File: src/rtl/vga_pkg.sv
// vga_pkg
// Shared definitions for the pong VGA path: default 640x480@60 Hz timing,
// the coordinate type used by the timing generator and renderer, and the
// bit positions of the VGA PMOD signals inside the uo_out byte.
// No ports (package).
package vga_pkg;

  typedef logic [9:0] coord_t;

  localparam int H_ACTIVE_DEF = 640;
  localparam int H_FP_DEF     = 16;
  localparam int H_SYNC_DEF   = 96;
  localparam int H_BP_DEF     = 48;

  localparam int V_ACTIVE_DEF = 480;
  localparam int V_FP_DEF     = 10;
  localparam int V_SYNC_DEF   = 2;
  localparam int V_BP_DEF     = 33;

  // uo_out layout of the TinyVGA PMOD
  localparam int PMOD_R1    = 0;
  localparam int PMOD_G1    = 1;
  localparam int PMOD_B1    = 2;
  localparam int PMOD_VSYNC = 3;
  localparam int PMOD_R0    = 4;
  localparam int PMOD_G0    = 5;
  localparam int PMOD_B0    = 6;
  localparam int PMOD_HSYNC = 7;

endpackage

File: src/rtl/vga_axis_counter.sv
// vga_axis_counter
// One raster axis (horizontal or vertical). Counts 0..TOTAL-1 on each step,
// wrapping to 0 after TOTAL-1. Decodes sync and active windows from the
// current count (combinational; the parent registers them).
// Ports:
//   clk    in  clock
//   clear  in  synchronous clear to 0 (has priority over step)
//   step   in  advance by one position
//   count  out current position
//   wrap   out count is at the last position of the axis
//   sync_n out low while count is inside the sync window
//   active out count is inside the visible region
module vga_axis_counter
  import vga_pkg::*;
#(
  parameter int ACTIVE = 640,
  parameter int FP     = 16,
  parameter int SYNC   = 96,
  parameter int BP     = 48
) (
  input  logic   clk,
  input  logic   clear,
  input  logic   step,
  output coord_t count,
  output logic   wrap,
  output logic   sync_n,
  output logic   active
);

  localparam int TOTAL      = ACTIVE + FP + SYNC + BP;
  localparam int SYNC_START = ACTIVE + FP;
  localparam int SYNC_END   = ACTIVE + FP + SYNC;

  always_ff @(posedge clk) begin
    if (clear) begin
      count <= '0;
    end else if (step) begin
      count <= wrap ? '0 : count + 1'b1;
    end
  end

  assign wrap   = (count == coord_t'(TOTAL - 1));
  assign sync_n = !((count >= coord_t'(SYNC_START)) && (count < coord_t'(SYNC_END)));
  assign active = (count < coord_t'(ACTIVE));

endmodule

File: src/rtl/vga_timing_gen.sv
// vga_timing_gen
// Free-running VGA raster timing generator. Two axis counters walk the
// raster; every output is registered from the counter values before the
// edge, so outputs lag the counters by one enabled cycle.
// Optional feature: define FRAME_CNT_EN to add the 8-bit frame_cnt output.
// Ports:
//   clk         in  pixel clock
//   rst_n       in  synchronous active-low reset
//   ena         in  advance enable; when low, everything holds, pulses go 0
//   hsync       out horizontal sync, active-low
//   vsync       out vertical sync, active-low
//   de          out display enable
//   x, y        out pixel coordinates, 0 outside the visible area
//   line_start  out pulse at h=0
//   frame_start out pulse at (0,0)
//   frame_end   out pulse at (H_ACTIVE, V_ACTIVE-1), game-update slot
//   frame_cnt   out completed-frame count (FRAME_CNT_EN only)
module vga_timing_gen
  import vga_pkg::*;
#(
  parameter int H_ACTIVE = H_ACTIVE_DEF,
  parameter int H_FP     = H_FP_DEF,
  parameter int H_SYNC   = H_SYNC_DEF,
  parameter int H_BP     = H_BP_DEF,
  parameter int V_ACTIVE = V_ACTIVE_DEF,
  parameter int V_FP     = V_FP_DEF,
  parameter int V_SYNC   = V_SYNC_DEF,
  parameter int V_BP     = V_BP_DEF
) (
  input  logic       clk,
  input  logic       rst_n,
  input  logic       ena,
  output logic       hsync,
  output logic       vsync,
  output logic       de,
  output logic [9:0] x,
  output logic [9:0] y,
  output logic       line_start,
  output logic       frame_start,
  output logic       frame_end
`ifdef FRAME_CNT_EN
  ,output logic [7:0] frame_cnt
`endif
);

  coord_t h, v;
  logic   h_wrap, h_sync_n, h_active;
  logic   v_wrap, v_sync_n, v_active;

  vga_axis_counter #(
    .ACTIVE(H_ACTIVE), .FP(H_FP), .SYNC(H_SYNC), .BP(H_BP)
  ) u_h (
    .clk   (clk),
    .clear (!rst_n),
    .step  (ena),
    .count (h),
    .wrap  (h_wrap),
    .sync_n(h_sync_n),
    .active(h_active)
  );

  vga_axis_counter #(
    .ACTIVE(V_ACTIVE), .FP(V_FP), .SYNC(V_SYNC), .BP(V_BP)
  ) u_v (
    .clk   (clk),
    .clear (!rst_n),
    .step  (ena && h_wrap),
    .count (v),
    .wrap  (v_wrap),
    .sync_n(v_sync_n),
    .active(v_active)
  );

  always_ff @(posedge clk) begin
    if (!rst_n) begin
      hsync       <= 1'b1;
      vsync       <= 1'b1;
      de          <= 1'b0;
      x           <= '0;
      y           <= '0;
      line_start  <= 1'b0;
      frame_start <= 1'b0;
      frame_end   <= 1'b0;
    end else if (ena) begin
      hsync       <= h_sync_n;
      vsync       <= v_sync_n;
      de          <= h_active && v_active;
      x           <= h_active ? h : '0;
      y           <= v_active ? v : '0;
      line_start  <= (h == '0);
      frame_start <= (h == '0) && (v == '0);
      frame_end   <= (h == coord_t'(H_ACTIVE)) && (v == coord_t'(V_ACTIVE - 1));
    end else begin
      // levels hold; strobes must never repeat while stalled
      line_start  <= 1'b0;
      frame_start <= 1'b0;
      frame_end   <= 1'b0;
    end
  end

`ifdef FRAME_CNT_EN
  // Counts on the raster wrap itself, so it is stable by the time the next
  // frame_start is visible.
  always_ff @(posedge clk) begin
    if (!rst_n) begin
      frame_cnt <= '0;
    end else if (ena && h_wrap && v_wrap) begin
      frame_cnt <= frame_cnt + 8'd1;
    end
  end
`else
  logic unused_v_wrap;
  assign unused_v_wrap = v_wrap;
`endif

endmodule

File: config.mk
export PLATFORM = sky130hd
export DESIGN_NAME = vga_timing_gen
export DESIGN_NICKNAME = d
export VERILOG_FILES = /design/src/rtl/vga_pkg.sv /design/src/rtl/vga_axis_counter.sv /design/src/rtl/vga_timing_gen.sv
export SDC_FILE = /design/constraint.sdc
export NUM_CORES = 1
export LEC_CHECK = 0
export CAP_MARGIN = 20
export CORE_MARGIN = 1
export CORE_UTILIZATION = 50
export DETAILED_ROUTE_END_ITERATION = 12
export PLACE_DENSITY = 0.75
export SYNTH_ARGS = -nofsm -noshare
export SYNTH_HDL_FRONTEND = slang
export SYNTH_SLANG_ARGS = --single-unit
File: constraint.sdc
create_clock -name clk -period 2.4 [get_ports clk]
set_input_delay 0.72 -clock clk [delete_from_list [all_inputs] [get_ports clk]]
set_output_delay 0.72 -clock clk [all_outputs]
set_load 0.01 [all_outputs]
==> impl_results.md <==
* Status: finished, final reports clean
* Final setup margin at 0.282 ns
* WL final at 3950 um
* CTS Buf Count at 5
* P_sw at 286 uW
* Placeable Area at 3720 um^2
* CTS tree: done
* Post-Syn Nets at 216
* Final nets at 250
* Max Fclk at 472 MHz
* WP data required at 2.63 ns
* Fraction of registers with async set/reset at 0%
* Final setup violation count at 0
* Leakage at 0.880 nW
* Synthesized cell area at 1960 um^2
* R2R Setup Slk at 0.53 ns
* Setup Skew at 0.00562 ns
* Worst IR Drop VDD at 357 uV
* Via-to-Cell Ratio at 5.50
* Initial core utilization at 52.7%
* # Post-CTS Setup Buffers at 0
* Detailed-route via count at 1600
* Max-cap violations at 0
* Hold path startpoint: hsync
* Pwr/cell area at 534 nW/um^2
* Clk Latency, worst-skew pair at 0.30 ns
* Die area at 4170 um^2
* Critical path cell sequence: clkdlybuf4s50_1 -> nand4_4 -> or3_1 -> or4_1 -> a21oi_1
* Cells on Worst Hold Path at 2
* Syn Inst Count at 209
* Die height at 64.6 um
* Crit Path Max Fanout at 2
* Routed len/inst at 13.6 um
* Fin crit period at 2.12 ns
* Global-route wire length before repair at 6910 um
* Synth cell types at 39
* Hold Path End: hsync
* Mean post-synth cell area at 9.38 um^2
* Cell-internal power at 1.01 mW
* Max stage delay on crit path at 0.52 ns
* Fin. Hold Viols at 0
* Vias in the first global route at 1489
* Main synth FF type: dfxtp_1
* Reg2Reg Depth at 5
* Synth Register Bits at 46
* Tightest Pin Transition at 0.344 ns
* GP Congestion at 0.872
* Clock Path Buffers at 2
* Initial antenna violation count at 0
* Max Transition Viols Final at 0
* Clk pwr share at 33.7%
* Sequential Power Share at 60.2%
* Place WS at -0.0134 ns
* Crit Path Class: input pin to flop
* Comb pwr share at 6.1%
* I/O Pins at 29
* H-tree Lvls at 2
* Critical Path Slowest Stage Cell: clkdlybuf4s50_1
* EDFF count, synth at 0
* Critical path arrival at 2.35 ns
* Commonest non-fill, non-tap cell in the layout: dfxtp_1
* Worst setup EP type: flop
* Worst r2r src: u_h.count[0]
* CTS Hold Bufs at 0
* Synth warn at 0
* Die extent in x at 64.6 um
* Clock net sink count at 46
* Hpwl dp at 2890 um
* Net Sw Frac at 22.1%
* Layout Utilization at 65.1%
* Ant diodes at 0
* GR Overflow Total at 0
* Relative slew slack at 76.9%
* Post-DRT Antenna Nets at 0
* Detailed Route Iter0 Violations at 78
* Clock root buffer: clkbuf_8
* Fin crit share at 88.3%
* Gr usage total at 21.6%
* Num rows at 22
* RSZ-0062 raised after global routing: false
* IO buf count at 28
* 1st-pass router iterations at 4
* Largest net degree at the start of global routing at 21
* Area added between synthesis and finish at 23.4%
* Seq/Total Area, Yosys at 47.0%
* CTS clk-pin slew, worst paths at 0.08 ns
* FF-to-FF End: u_v.count[8]
* Most frequent cells in the layout: dfxtp_1 (46), clkdlybuf4s50_1 (28), nand3_1 (16)
* DRC at 0
* Post_cts resized at 0
* Layout cells sized above 1 at 10.7%
* Startpoint types: input pin
* Min-Delay Path Class: flop to flop
[power groups by stage]
stage / logic, mW / clock network (mW) / registers [mW]
after CTS: 0.0793 / 0.446 / 0.779
after global routing: 0.0865 / 0.478 / 0.780
after floorplan: 0.0364 / 0 / 0.798
after detailed placement: 0.0790 / 0 / 0.797
after global placement: 0.0773 / 0 / 0.796
final: 0.0783 / 0.435 / 0.778
[per-stage QoR]
| stage | area (um^2) | instances | hold slack [ns] | power [mW] | setup TNS (ns) |
|---|---|---|---|---|---|
| 6_report | 2420 | 291 | 0.459 | 1.29 | 0 |
| 5_1_grt | 2420 | 291 | 0.489 | 1.34 | 0 |
| 4_1_cts | 2420 | 291 | 0.466 | 1.30 | 0 |
| 3_5_place_dp | 2340 | 284 | 0.445 | 0.876 | -0.0134 |
| 3_3_place_gp | 2340 | 284 | 0.434 | 0.874 | 0 |
| 2_1_floorplan | 1960 | 209 | 0.470 | 0.835 | 0 |
[metal layers]
layer	track usage, %	share of wire [%]	up-vias
met5	0	0	-
met3	4.23	4.5	8
met4	10.6	2.2	0
met2	32.4	43	41
met1	29.6	51	743
li1	-	-	808
[worst max-delay path, delay by kind of cell]
family	cells	cell delay (ns)
simple gates	3	0.97
buf+inv	1	0.52
compound gates	1	0.14
[cells by family (layout without fill, tap and decap cells)]
group,after synthesis,count (layout),share of synthesized area [%]
multiplexers,2,2,1.02
AO/OA/AOI/OAI,31,31,11.7
buffers and inverters,23,57,5.04
flip-flops,46,46,47.0
AND/OR/NAND/NOR,90,90,26.9
XOR/XNOR,13,13,5.81
adder cells (fa/ha/maj),4,4,2.55
[worst max path at each step]
stage               start           end  cells past startpoint
finish                ena  u_v.count[8]                      5
global route          ena  u_v.count[8]                      5
CTS                   ena  u_v.count[8]                      5
detailed placement    ena  u_v.count[8]                      5
global placement      ena  u_v.count[8]                      5
floorplan             ena  u_v.count[8]                      5
[state kept, by name (all words and copies together) (netlist names), 10 cells and up]
| name | cells |
|---|---|
| u_v.count | 10 |
| x | 10 |
| y | 10 |
| u_h.count | 10 |
[layout make-up]
class / instances / area [um^2]
clock inverter: 2 / 10.0
timing repair buffer: 43 / 393
clock buffer: 5 / 68.8
inverter: 7 / 26.3
fill: 319 / 1300
tap: 48 / 60.1
multi-input combinational: 140 / 940
sequential: 46 / 921
[Yosys cell counts, types with 7 or more instances]
cell / count / area (um^2)
nand2_1: 10 / 37.5
nor4_1: 8 / 50.1
dfxtp_1: 46 / 921
clkbuf_1: 11 / 41.3
nand3_1: 16 / 80.1
xnor2_1: 9 / 78.8
inv_1: 7 / 26.3
a22o_1: 15 / 131
nor2_1: 14 / 52.6
No activity file was read; power rests on OpenSTA's default activity.
